**config.mk**
```make
export PLATFORM = sky130hd
export DESIGN_NAME = operand_fetch_stage
export DESIGN_NICKNAME = d
export VERILOG_FILES = /design/src/rtl/rv_pkg.sv /design/src/rtl/opf_operand_mux.sv /design/src/rtl/operand_fetch_stage.sv
export SDC_FILE = /design/constraint.sdc
export NUM_CORES = 1
export LEC_CHECK = 0
export BUFFER_PORTS_ARGS = -buffer_cell sky130_fd_sc_hd__buf_2
export CAP_MARGIN = 15
export CORE_MARGIN = 2
export CORE_UTILIZATION = 33
export DETAILED_ROUTE_END_ITERATION = 16
export PLACE_DENSITY = 0.61
export SYNTH_ARGS = -nofsm -noshare
export SYNTH_HDL_FRONTEND = slang
export SYNTH_SLANG_ARGS = --single-unit
```
**constraint.sdc**
```tcl
create_clock -name CLK -period 11.5 [get_ports CLK]
set_clock_uncertainty 0.15 [all_clocks]
set_input_delay 1.15 -clock CLK [delete_from_list [all_inputs] [get_ports CLK]]
set_output_delay 1.15 -clock CLK [all_outputs]
set_load 0.01 [all_outputs]
```
**src/rtl/rv_pkg.sv**
```systemverilog
// Shared RISC-V decode constants and the operand-fetch entry layout.
// Used by operand_fetch_stage and opf_operand_mux.
package rv_pkg;

   localparam int XLEN    = 32;
   localparam int REG_AW  = 5;
   localparam int ILEN    = 32;
   localparam int RS1_LSB = 15;
   localparam int RS2_LSB = 20;

   typedef struct packed {
      logic              valid;
      logic [ILEN-1:0]   instr;
      logic [XLEN-1:0]   pc;
      logic [REG_AW-1:0] rs1;
      logic [REG_AW-1:0] rs2;
      logic [XLEN-1:0]   rs1_val;
      logic [XLEN-1:0]   rs2_val;
   } opf_entry_t;

   function automatic logic [REG_AW-1:0] rs1_of(input logic [ILEN-1:0] instr);
      return instr[RS1_LSB +: REG_AW];
   endfunction

   function automatic logic [REG_AW-1:0] rs2_of(input logic [ILEN-1:0] instr);
      return instr[RS2_LSB +: REG_AW];
   endfunction

endpackage

```
**src/rtl/opf_operand_mux.sv**
```systemverilog
// One source operand: x0 / same-cycle writeback bypass / register-file select
// for a new instruction, plus writeback snooping of the head and skid copies.
module opf_operand_mux
   import rv_pkg::*;
#(
   parameter int XLEN   = rv_pkg::XLEN,
   parameter int REG_AW = rv_pkg::REG_AW
) (
   input  logic [REG_AW-1:0] new_addr,
   input  logic [XLEN-1:0]   rf_data,
   input  logic              wb_en,
   input  logic [REG_AW-1:0] wb_addr,
   input  logic [XLEN-1:0]   wb_data,
   input  logic [REG_AW-1:0] hd_addr,
   input  logic [XLEN-1:0]   hd_val,
   input  logic [REG_AW-1:0] sk_addr,
   input  logic [XLEN-1:0]   sk_val,
   output logic [XLEN-1:0]   new_val,
   output logic [XLEN-1:0]   hd_val_snp,
   output logic [XLEN-1:0]   sk_val_snp
);

   logic wb_live;

   // A writeback to x0 never changes architectural state, so it never matches.
   assign wb_live = wb_en && (wb_addr != '0);

   function automatic logic wb_hit(input logic [REG_AW-1:0] addr,
                                   input logic              live,
                                   input logic [REG_AW-1:0] waddr);
      return live && (addr == waddr);
   endfunction

   always_comb begin
      new_val = rf_data;
      if (new_addr == '0) begin
         new_val = '0;
      end else if (wb_hit(new_addr, wb_live, wb_addr)) begin
         new_val = wb_data;
      end
   end

   assign hd_val_snp = wb_hit(hd_addr, wb_live, wb_addr) ? wb_data : hd_val;
   assign sk_val_snp = wb_hit(sk_addr, wb_live, wb_addr) ? wb_data : sk_val;

endmodule

```
**src/rtl/operand_fetch_stage.sv**
```systemverilog
// Operand-fetch stage: reg-file addressing, writeback bypass, 2-entry skid buffer to EX.
// Optional upstream stall counter enabled with macro OPF_STALL_CNT_EN.
module operand_fetch_stage
   import rv_pkg::*;
#(
   parameter int XLEN   = rv_pkg::XLEN,
   parameter int REG_AW = rv_pkg::REG_AW,
   parameter int CNT_W  = 32
) (
   input  logic              CLK,
   input  logic              RES,
   input  logic              in_valid,
   output logic              in_ready,
   input  logic [31:0]       in_instr,
   input  logic [XLEN-1:0]   in_pc,
   input  logic              flush,
   output logic [REG_AW-1:0] RA_RF,
   output logic [REG_AW-1:0] RB_RF,
   input  logic [XLEN-1:0]   A_RF,
   input  logic [XLEN-1:0]   B_RF,
   input  logic              WE_RF,
   input  logic [REG_AW-1:0] RW_RF,
   input  logic [XLEN-1:0]   DW_RF,
   output logic              out_valid,
   input  logic              out_ready,
   output logic [31:0]       out_instr,
   output logic [XLEN-1:0]   out_pc,
   output logic [XLEN-1:0]   out_rs1_val,
   output logic [XLEN-1:0]   out_rs2_val,
   output logic [CNT_W-1:0]  stall_cnt
);

   opf_entry_t hd_p1;
   opf_entry_t sk_p1;
   opf_entry_t hd_base;
   opf_entry_t hd_snp;
   opf_entry_t sk_snp;
   opf_entry_t new_ent;

   logic              accept;
   logic              pop;
   logic [XLEN-1:0]   new_rs1_val;
   logic [XLEN-1:0]   new_rs2_val;
   logic [XLEN-1:0]   hd_rs1_snp;
   logic [XLEN-1:0]   hd_rs2_snp;
   logic [XLEN-1:0]   sk_rs1_snp;
   logic [XLEN-1:0]   sk_rs2_snp;

   assign RA_RF = rs1_of(in_instr);
   assign RB_RF = rs2_of(in_instr);

   // Ready depends only on the skid flop, never on out_ready.
   assign in_ready = !sk_p1.valid;
   assign accept   = in_valid && in_ready;
   assign pop      = hd_p1.valid && out_ready;

   // Head after a possible skid->head move; snooping applies to this value.
   assign hd_base = (pop && sk_p1.valid) ? sk_p1 : hd_p1;

   opf_operand_mux #(
      .XLEN   (XLEN),
      .REG_AW (REG_AW)
   ) u_mux_rs1 (
      .new_addr   (RA_RF),
      .rf_data    (A_RF),
      .wb_en      (WE_RF),
      .wb_addr    (RW_RF),
      .wb_data    (DW_RF),
      .hd_addr    (hd_base.rs1),
      .hd_val     (hd_base.rs1_val),
      .sk_addr    (sk_p1.rs1),
      .sk_val     (sk_p1.rs1_val),
      .new_val    (new_rs1_val),
      .hd_val_snp (hd_rs1_snp),
      .sk_val_snp (sk_rs1_snp)
   );

   opf_operand_mux #(
      .XLEN   (XLEN),
      .REG_AW (REG_AW)
   ) u_mux_rs2 (
      .new_addr   (RB_RF),
      .rf_data    (B_RF),
      .wb_en      (WE_RF),
      .wb_addr    (RW_RF),
      .wb_data    (DW_RF),
      .hd_addr    (hd_base.rs2),
      .hd_val     (hd_base.rs2_val),
      .sk_addr    (sk_p1.rs2),
      .sk_val     (sk_p1.rs2_val),
      .new_val    (new_rs2_val),
      .hd_val_snp (hd_rs2_snp),
      .sk_val_snp (sk_rs2_snp)
   );

   always_comb begin
      hd_snp         = hd_base;
      hd_snp.rs1_val = hd_rs1_snp;
      hd_snp.rs2_val = hd_rs2_snp;

      sk_snp         = sk_p1;
      sk_snp.rs1_val = sk_rs1_snp;
      sk_snp.rs2_val = sk_rs2_snp;

      new_ent.valid   = 1'b1;
      new_ent.instr   = in_instr;
      new_ent.pc      = in_pc;
      new_ent.rs1     = RA_RF;
      new_ent.rs2     = RB_RF;
      new_ent.rs1_val = new_rs1_val;
      new_ent.rs2_val = new_rs2_val;
   end

   // ---- stage p1: head / skid registers ----
   always_ff @(posedge CLK or posedge RES) begin
      if (RES) begin
         hd_p1 <= '0;
         sk_p1 <= '0;
      end else if (flush) begin
         hd_p1.valid <= 1'b0;
         sk_p1.valid <= 1'b0;
      end else if (pop && sk_p1.valid) begin
         hd_p1       <= hd_snp;
         sk_p1.valid <= 1'b0;
      end else if (!hd_p1.valid || pop) begin
         if (accept) begin
            hd_p1 <= new_ent;
         end else begin
            hd_p1.valid <= 1'b0;
         end
      end else begin
         hd_p1 <= hd_snp;
         sk_p1 <= accept ? new_ent : sk_snp;
      end
   end

   assign out_valid   = hd_p1.valid;
   assign out_instr   = hd_p1.instr;
   assign out_pc      = hd_p1.pc;
   assign out_rs1_val = hd_p1.rs1_val;
   assign out_rs2_val = hd_p1.rs2_val;

`ifdef OPF_STALL_CNT_EN
   logic [CNT_W-1:0] stall_p1;

   function automatic logic [CNT_W-1:0] sat_inc(input logic [CNT_W-1:0] v);
      return (v == '1) ? v : v + CNT_W'(1);
   endfunction

   // ---- stage p1: upstream stall counter ----
   always_ff @(posedge CLK or posedge RES) begin
      if (RES) begin
         stall_p1 <= '0;
      end else if (in_valid && !in_ready) begin
         stall_p1 <= sat_inc(stall_p1);
      end
   end

   assign stall_cnt = stall_p1;
`else
   assign stall_cnt = '0;
`endif

endmodule

```
==> results.toml, run 1 <==
[detailed_routing]
wl_um = 50400
route.detailed.drc = 0
ant_nets = 0
initialDrtViolationCount = 939
wire_per_inst_um = 21.8
viasPerCell = 5.67
dr.pass1.iters = 5
vias = 13100

[clock_tree]
cts_tree = "done"
cts_buffers = 31
cts_max_level = 1
clk_pin_slew_ps = 60
cts.repair.resized = 0
post-cts-setup-buffers = 0
clock_path_buffers = 3
clock_latency_ps = 580
cts-root-buf = "clkbuf_16"
cts.sinks = 268
hold_buffers = 0

[cells_and_area]
fillers = 4672
utilization_pct = 37.4
ff_latch_area_sq_um = 6710
layout-drive-gt1-share_pct = 32.6
final_area_sq_um = 17400
fin_nets = 1856
syn2layout_area_growth_pct = 12.1
stdcell_count = 2314
multi_input_area_sq_um = 7130

[sta]
fin_setup_tns_ps = 0
worstMarginPinSlew_ps = 1180
fin_crit_ps = 3970
timing.fmax_mhz = 252
drv_slew = 0
hold_viol = 0
finalWorstSetupSlack_ps = 7530
slew-limit-headroom_pct = 21.6
finalCritPeriodShare_pct = 34.5
holdWs_ps = 317
setup_violations = 0
rsz0062_at_grt = "no"

[die]
die_area_sq_um = 48700
pin_count = 343
fp-row-count = 79
initial_utilization_pct = 33.3
die_x_um = 221
coreArea_sq_um = 46500
die_y_um = 221

[placement]
io_buffers = 310
dpl-instance-area_sq_um = 16400
gp_congestion = 0.815
post-place-ws_ps = 6930
detailed_place_hpwl_um = 31200
dp.cells = 2259

[synth]
synthSimpleGateAreaFrac_pct = 8.75
synth.top_cell.area_share_pct = 43.3
synth_edf_count = 0
synth.top_cells.by_area = "dfrtp_1, mux2_2, buf_4"
ys_warn_count = 0
ys.flop_type = "dfrtp_1"
synth_top_family_by_area = "compound AO/OA/AOI/OAI gates"
synthMuxAreaShare_pct = 12.4
synth_compound_area_share_pct = 22.0
yosysTopAreaCell = "dfrtp_1"
avgSynthCellArea_sq_um = 9.74
synth_fa_ha_area_share_pct = 0
netlist_instances = 1590
seq_area_frac_synth_pct = 43.3
synth_xor_area_share_pct = 1.36
synth_area_sq_um = 15500
async_flop_share_pct = 100
yosysUniqueCellTypes = 53
synth_seq_cells = 268

[setup_path]
path_cells = "buf_2 > and3_4 > buf_4 > nand2_1 > nand3_1 > nor3b_1 > and3_2 > a221oi_1"
cp.required_ps = 11750
start_kind = "input port"
crit_path_end_kind = "register"
slowest_stage = "buf_4"
crit_buf_inv = 2
criticalPathCategory = "in2reg"
crit_family = "simple AND/OR/NAND/NOR gates"
path_max_fanout = 81
cpPeakStageDelay_ps = 810
arrival_ps = 4220

[grt]
grt_usage_pct = 19.9
antenna_found_initial = 13
grt_pass1_wl_um = 76000
gr-total-overflow = 0
met1_usage_pct = 25.5
use_met2_pct = 32.4
grt_busiest_layer = "met2"
grt_pass1_vias = 13000
grtUsageMet3_pct = 6.08
grt_max_degree = 91

[hold_path]
hp-class = "reg2reg"

[power_and_ir_drop]
power_density_nw_per_um2 = 174
p_leak_nw = 7.65
ir_drop_uv = 132
total_power_mw = 3.02

[run]
maxCapViolations = 0

[status]
status = "finished, final reports clean"
[cell usage after synthesis, drive strengths merged, types with 2 or more instances]
cell type and n:
a211o 2, a211oi 34, a21o 6, a21oi 127, a221o 2, a221oi 86
a22o 22, a22oi 33, and2 3, and3 2, buf 207, clkbuf 97
dfrtp 268, inv 7, mux2 159, mux2i 13, nand2 152, nand2b 5
nand3 6, nand4 3, nor2 108, nor2b 4, nor3 28, nor3b 2
nor4 4, o211ai 32, o21a 43, o21ai 37, o22ai 62, o41ai 2
xnor2 18, xor2 6
[layer usage]
layer / vias up / routed length (um)
li1: 5813 / -
met1: 6564 / 20700
met2: 609 / 23400
met3: 119 / 4860
met4: 20 / 1290
met5: - / 126
[state kept, by name (all words and copies together) (netlist names)]
name,flops
hd_p1,10
out_instr,32
out_pc,32
out_rs1_val,32
out_rs2_val,32
out_valid,1
sk_p1,129
[power breakdown]
| group | switching [mW] | total (mW) | internal [mW] | leakage (nW) |
|---|---|---|---|---|
| Clock | 0.409 | 0.975 | 0.565 | 0.480 |
| Sequential | 0.164 | 1.34 | 1.17 | 3.18 |
| Combinational | 0.364 | 0.703 | 0.339 | 3.98 |
[layout by cell type (no fill, tap or decap), drive strengths merged, types with 22 or more instances in the layout]
| cell | instances |
|---|---|
| o211ai | 32 |
| a221oi | 86 |
| o21a | 43 |
| o22ai | 62 |
| mux2 | 159 |
| buf | 335 |
| nor3 | 28 |
| dfrtp | 268 |
| a21oi | 127 |
| o21ai | 37 |
| clkbuf | 41 |
| a211oi | 34 |
| a22oi | 33 |
| nor2 | 108 |
| nand2 | 152 |
| conb | 32 |
| a22o | 22 |
[path summary, 6_finish.rpt]
kind	start	to	slack, ps	cells past startpoint
max in group asynchronous	RES	sk_p1[6]	8610	4
min reg2reg	out_instr[16]	out_instr[16]	320	1
max	out_ready	out_rs2_val[18]	7530	8
min in group asynchronous	RES	out_pc[30]	480	2
max reg2reg	out_valid	out_rs2_val[18]	7720	7
min	out_instr[16]	out_instr[16]	320	1
[kinds of logic after synthesis]
| group | count (synthesis) |
|---|---|
| mux | 172 |
| compound gates | 494 |
| xor+xnor | 24 |
| other cells | 1 |
| flops | 268 |
| simple gates | 320 |
| buf+inv | 311 |
[cell type report]
| class | count | area share, % |
|---|---|---|
| sequential | 268 | 38.6 |
| clock inverter | 11 | 0.656 |
| clock buffer | 41 | 4.97 |
| tap | 607 | 4.38 |
| antenna | 3 | 0.0433 |
| timing repair buffer | 335 | 10.0 |
| multi-input combinational | 1042 | 41.1 |
| inverter | 7 | 0.195 |
No activity file was read; power rests on OpenSTA's default activity.
==> run 2, diff against run 1 <==
- PLACE_DENSITY: 0.61 -> 0.63
- clock period: 11.5 -> 3.65 ns (I/O delays scaled with it)
==> results.toml, run 2 (synthesis gave the netlist of run 1 again) <==
[status]
status = "finished, final reports clean"

[cells_and_area]
regMostFlops = "sk_p1"
final_area_sq_um = 18400
syn2layout_area_growth_pct = 19.1
final_common_cell = "buf_2"
fin_nets = 1955
mostFrequentLayoutCells = "buf_2, dfrtp_1, nand2_1, mux2_2, a21oi_1"
layout-drive-gt1-share_pct = 31.3
largest_reg_flops = 129
diodes = 0

[detailed_routing]
dr.pass1.iters = 6
viasPerCell = 5.58
ant_nets = 0
vias = 13500
route.detailed.drc = 0
wl_um = 51800
wire_per_inst_um = 21.5
initialDrtViolationCount = 1075

[placement]
dpl-instance-area_sq_um = 16500
detailed_place_hpwl_um = 32200
gp_congestion = 0.872
io_buffers = 310

[setup_path]
cp_num_cells = 7
path_max_fanout = 31
cp-startpoint = "sk_p1[138]"
r2r_end = "out_rs2_val[17]"
cp.required_ps = 3920
crit_family = "simple AND/OR/NAND/NOR gates"
r2r_slack_ps = 610
slowest_stage = "nor3b_1"
path_cells = "and3_4 > a2111oi_0 > a31oi_1 > nor3b_1 > and3_2 > buf_4 > a221oi_1"
cpPeakStageDelay_ps = 540
arrival_ps = 3300
r2r_start = "sk_p1[138]"
reg2reg_depth = 7
crit_buf_inv = 1
start_kind = "register"
criticalPathCategory = "reg2reg"
crit_path_end_kind = "register"

[die]
die_x_um = 221
pin_count = 343
die_area_sq_um = 48700
fp-row-count = 79
initial_utilization_pct = 33.3
die_y_um = 221
coreArea_sq_um = 46500

[run]
maxCapViolations = 0

[clock_tree]
cts_buffers = 31
clock_latency_ps = 570
clk_pin_slew_ps = 60
cts.repair.resized = 0
clock_path_buffers = 3
post-cts-setup-buffers = 0
cts_max_level = 1
cts.sinks = 268
cts-root-buf = "clkbuf_16"
cts_tree = "done"

[hold_path]
hold_path_startpoint = "A_RF[7]"
min_path_cells = 4
hp-class = "in2reg"
min_to = "sk_p1[39]"

[sta]
drv_slew = 0
hold_viol = 0
worstMarginPinSlew_ps = 1060
fin_crit_ps = 3040
rsz0062_at_grt = "no"
finalCritPeriodShare_pct = 83.2
holdWs_ps = 23.1
slew-limit-headroom_pct = 29.2
setup_violations = 0
timing.fmax_mhz = 329

[grt]
grt_usage_pct = 20.7
grt_pass1_vias = 13500
grt_max_degree = 78
grt_pass1_wl_um = 79400
antenna_found_initial = 5
gr-total-overflow = 0

[power_and_ir_drop]
p_leak_nw = 8.10
power_density_nw_per_um2 = 528
ir_drop_uv = 397
run 2: changes by cell type in the layout (fill, tap and decap cells not counted), sizes merged:
cell         previous run  this run
buf                   335       343
dlygate4sd3             0        91
clkinvlp                2         3
diode                   3         0
clkinv                  6         8
clkbuf                 41        42
bufinv                  2         3
inv                     8         7
run 2: worst min-delay path: stages:
cell and delay, ps:
buf_2 110, nand2_1 60, o211ai_1 70, o21a_1 100
run 2: metrics by stage:
stage	util (%)	TNS, ps	power (mW)	instances	worst slack (ps)
floorplan	-	-108400	6.00	1621	-404
global placement	35.5	0	6.39	2267	779
detailed placement	35.5	0	6.50	2267	677
CTS	39.7	0	9.80	2414	658
global route	39.7	0	10.3	2414	381
finish	39.7	0	9.73	2414	614
run 2: final cells by class:
| class | instances | area (sq um) |
|---|---|---|
| clock buffers | 42 | 857 |
| clock inverters | 14 | 165 |
| fillers | 4507 | 28000 |
| inverters | 7 | 30.0 |
| multi-input cells | 1042 | 7150 |
| flip-flops and latches | 268 | 6710 |
| well taps | 607 | 759 |
| repair buffers | 434 | 2770 |
run 2: routing by layer:
layer / routed length, um / global-route usage, % / vias up
met1: 21700 / 26.9 / 6773
met2: 24700 / 34.5 / 600
met5: 44 / 0 / -
li1: - / - / 6001
met3: 4150 / 4.43 / 97
met4: 1230 / 6.40 / 8
run 2: worst max path at each step:
stage	end	slack (ps)
2_1_floorplan	hd_p1[64]	-400
3_3_place_gp	out_rs1_val[21]	780
3_5_place_dp	out_rs2_val[18]	680
4_1_cts	out_rs2_val[18]	660
5_1_grt	out_rs2_val[7]	380
6_report	out_rs2_val[17]	610
run 2: report_power, final:
group / switching (mW) / internal (mW)
Clock: 1.32 / 1.85
Sequential: 0.522 / 3.70
Combinational: 1.19 / 1.14
Total: 3.03 / 6.70
run 2: what timing repair did:
| action | in CTS | in global routing |
|---|---|---|
| endpoints found under the hold margin | 171 | 0 |
| setup endpoints to repair | 0 | 0 |
| hold buffers | 91 | 0 |
==> run 3, diff against run 2 <==
- ABC_AREA: unset -> 1
- PLACE_DENSITY: 0.63 -> 0.61
- clock period: 3.65 -> 2.8 ns (I/O delays scaled with it)
==> results.toml, run 3 <==
[status]
status = "finished, final reports clean"

[die]
die_area_sq_um = 53100
fp-row-count = 82
coreArea_sq_um = 50400
die_y_um = 230
initial_utilization_pct = 33.6
pin_count = 343
die_x_um = 230

[sta]
rsz0062_at_grt = "no"
hold_viol = 0
setup_violations = 0
timing.fmax_mhz = 391
fin_crit_ps = 2560
fin_setup_tns_ps = 0
drv_slew = 0
worstMarginPinSlew_ps = 828
finalCritPeriodShare_pct = 91.3
slew-limit-headroom_pct = 44.8

[cells_and_area]
stdcell_count = 3274
regMostFlops = "sk_p1"
fin_nets = 2750
syn2layout_area_growth_pct = 22.8
utilization_pct = 41.3
final_area_sq_um = 20800
largest_reg_flops = 129
ff_latch_area_sq_um = 6710
final_common_cell = "nand2_1"
multi_input_area_sq_um = 7620
mostFrequentLayoutCells = "nand2_1, buf_2, dfrtp_1, inv_1, nand3_1"
fillers = 5096
layout-drive-gt1-share_pct = 18.1

[setup_path]
criticalPathCategory = "reg2reg"
r2r_start = "sk_p1[138]"
reg2reg_depth = 12
crit_path_end_kind = "register"
cp-startpoint = "sk_p1[138]"
start_kind = "register"
path_max_fanout = 17
arrival_ps = 2830
r2r_slack_ps = 240
cp.required_ps = 3070
r2r_end = "out_rs1_val[20]"

[clock_tree]
clock_path_buffers = 3
cts.sinks = 268
clock_latency_ps = 550
cts_max_level = 2
cts_tree = "done"
post-cts-setup-buffers = 0
cts-root-buf = "clkbuf_16"
cts_buffers = 35
clk_pin_slew_ps = 60

[synth]
avgSynthCellArea_sq_um = 7.28
synth.top_cells.by_area = "dfrtp_1, nand2_1, buf_4"
synth_commonest_cells = "nand2_1, dfrtp_1, inv_1"
seq_area_frac_synth_pct = 39.6
ys_warn_count = 0
yosysUniqueCellTypes = 33
synth_seq_cells = 268
synth.top_cell.area_share_pct = 39.6
synth_edf_count = 0
yosysTopAreaCell = "dfrtp_1"
synth_area_sq_um = 16900
netlist_instances = 2324
ys.flop_type = "dfrtp_1"
async_flop_share_pct = 100
synth.most_common_cell = "nand2_1"

[grt]
grt_usage_pct = 23.3
grt_pass1_vias = 17300
antenna_found_initial = 4
grt_max_degree = 108
gr-total-overflow = 0
grt_pass1_wl_um = 98000

[detailed_routing]
wl_um = 63300
ant_nets = 0
initialDrtViolationCount = 1559
wire_per_inst_um = 19.3
viasPerCell = 5.25
vias = 17200
route.detailed.drc = 0
dr.pass1.iters = 6

[power_and_ir_drop]
ir_drop_uv = 550
total_power_mw = 13.6
p_leak_nw = 10.8
power_density_nw_per_um2 = 653

[placement]
gp_congestion = 0.921
io_buffers = 310
dpl-instance-area_sq_um = 18100
detailed_place_hpwl_um = 39200
dp.cells = 3061

[run]
maxCapViolations = 0

[hold_path]
hold_path_startpoint = "A_RF[20]"
min_path_cells = 5
min_to = "sk_p1[52]"
hp-class = "in2reg"
-- run 3: area by class of cell --
type	count	area share, %
multi-input cells	1547	36.6
flip-flops and latches	268	32.3
repair buffers	516	17.8
clock buffers	50	4.92
well taps	672	4.04
inverters	211	3.84
clock inverters	9	0.439
diodes	1	0.0120
-- run 3: where the power goes --
group,internal (mW),switching [mW],leakage [nW],total [mW]
Clock,2.63,1.82,0.548,4.46
Sequential,4.86,0.663,3.13,5.52
Combinational,1.47,2.13,7.14,3.60
-- run 3: metrics by stage --
| step | setup slack, ps | hold slack, ps |
|---|---|---|
| 2_1_floorplan | -1170 | 228 |
| 3_3_place_gp | 352 | 240 |
| 3_5_place_dp | 292 | 242 |
| 4_1_cts | 248 | 7.81 |
| 5_1_grt | 67.0 | 39.0 |
| 6_report | 242 | 20.3 |
-- run 3: kinds of logic after synthesis --
logic type	after synthesis	share of synthesized area, %
AND/OR/NAND/NOR	1198	30.8
buffers and inverters	540	16.5
flip-flops	268	39.6
AO/OA/AOI/OAI	251	8.89
multiplexers	55	3.66
XOR/XNOR	11	0.569
other	1	0.0222
-- run 3: metal layers --
metal	routed length, um	share of wire [%]	GRT usage, %	up-vias
met4	2340	3.7	9.64	6
met3	6140	9.7	5.34	168
met5	38	0.060	0	-
li1	-	-	-	7938
met1	24800	39	29.0	8162
met2	30000	47	38.8	909
-- run 3: worst max-delay path by stage --
stage	endpoint	slack, ps	depth (start not counted)
3_5_place_dp	out_rs1_val[20]	290	12
2_1_floorplan	hd_p1[64]	-1170	1
5_1_grt	out_rs1_val[25]	70	12
4_1_cts	out_rs1_val[20]	250	12
6_report	out_rs1_val[20]	240	12
3_3_place_gp	out_rs1_val[20]	350	12
-- run 3: worst max-delay path, stage by stage (launching register included) --
cell     delay [ps]
dfrtp_1         680
nand3_4         290
nand2_1         180
nand2_1          90
nand2_1         100
nand2_1         100
nor2_4          170
nand3_2          90
buf_4           230
nand2_1          90
nand3_1          80
nand2_1          90
nand2_1          60
-- run 3: repair_timing --
item                       CTS  global route
hold endpoints to repair   408             0
setup endpoints to repair    0             0
resized for setup            0             0
hold buffers               153             0
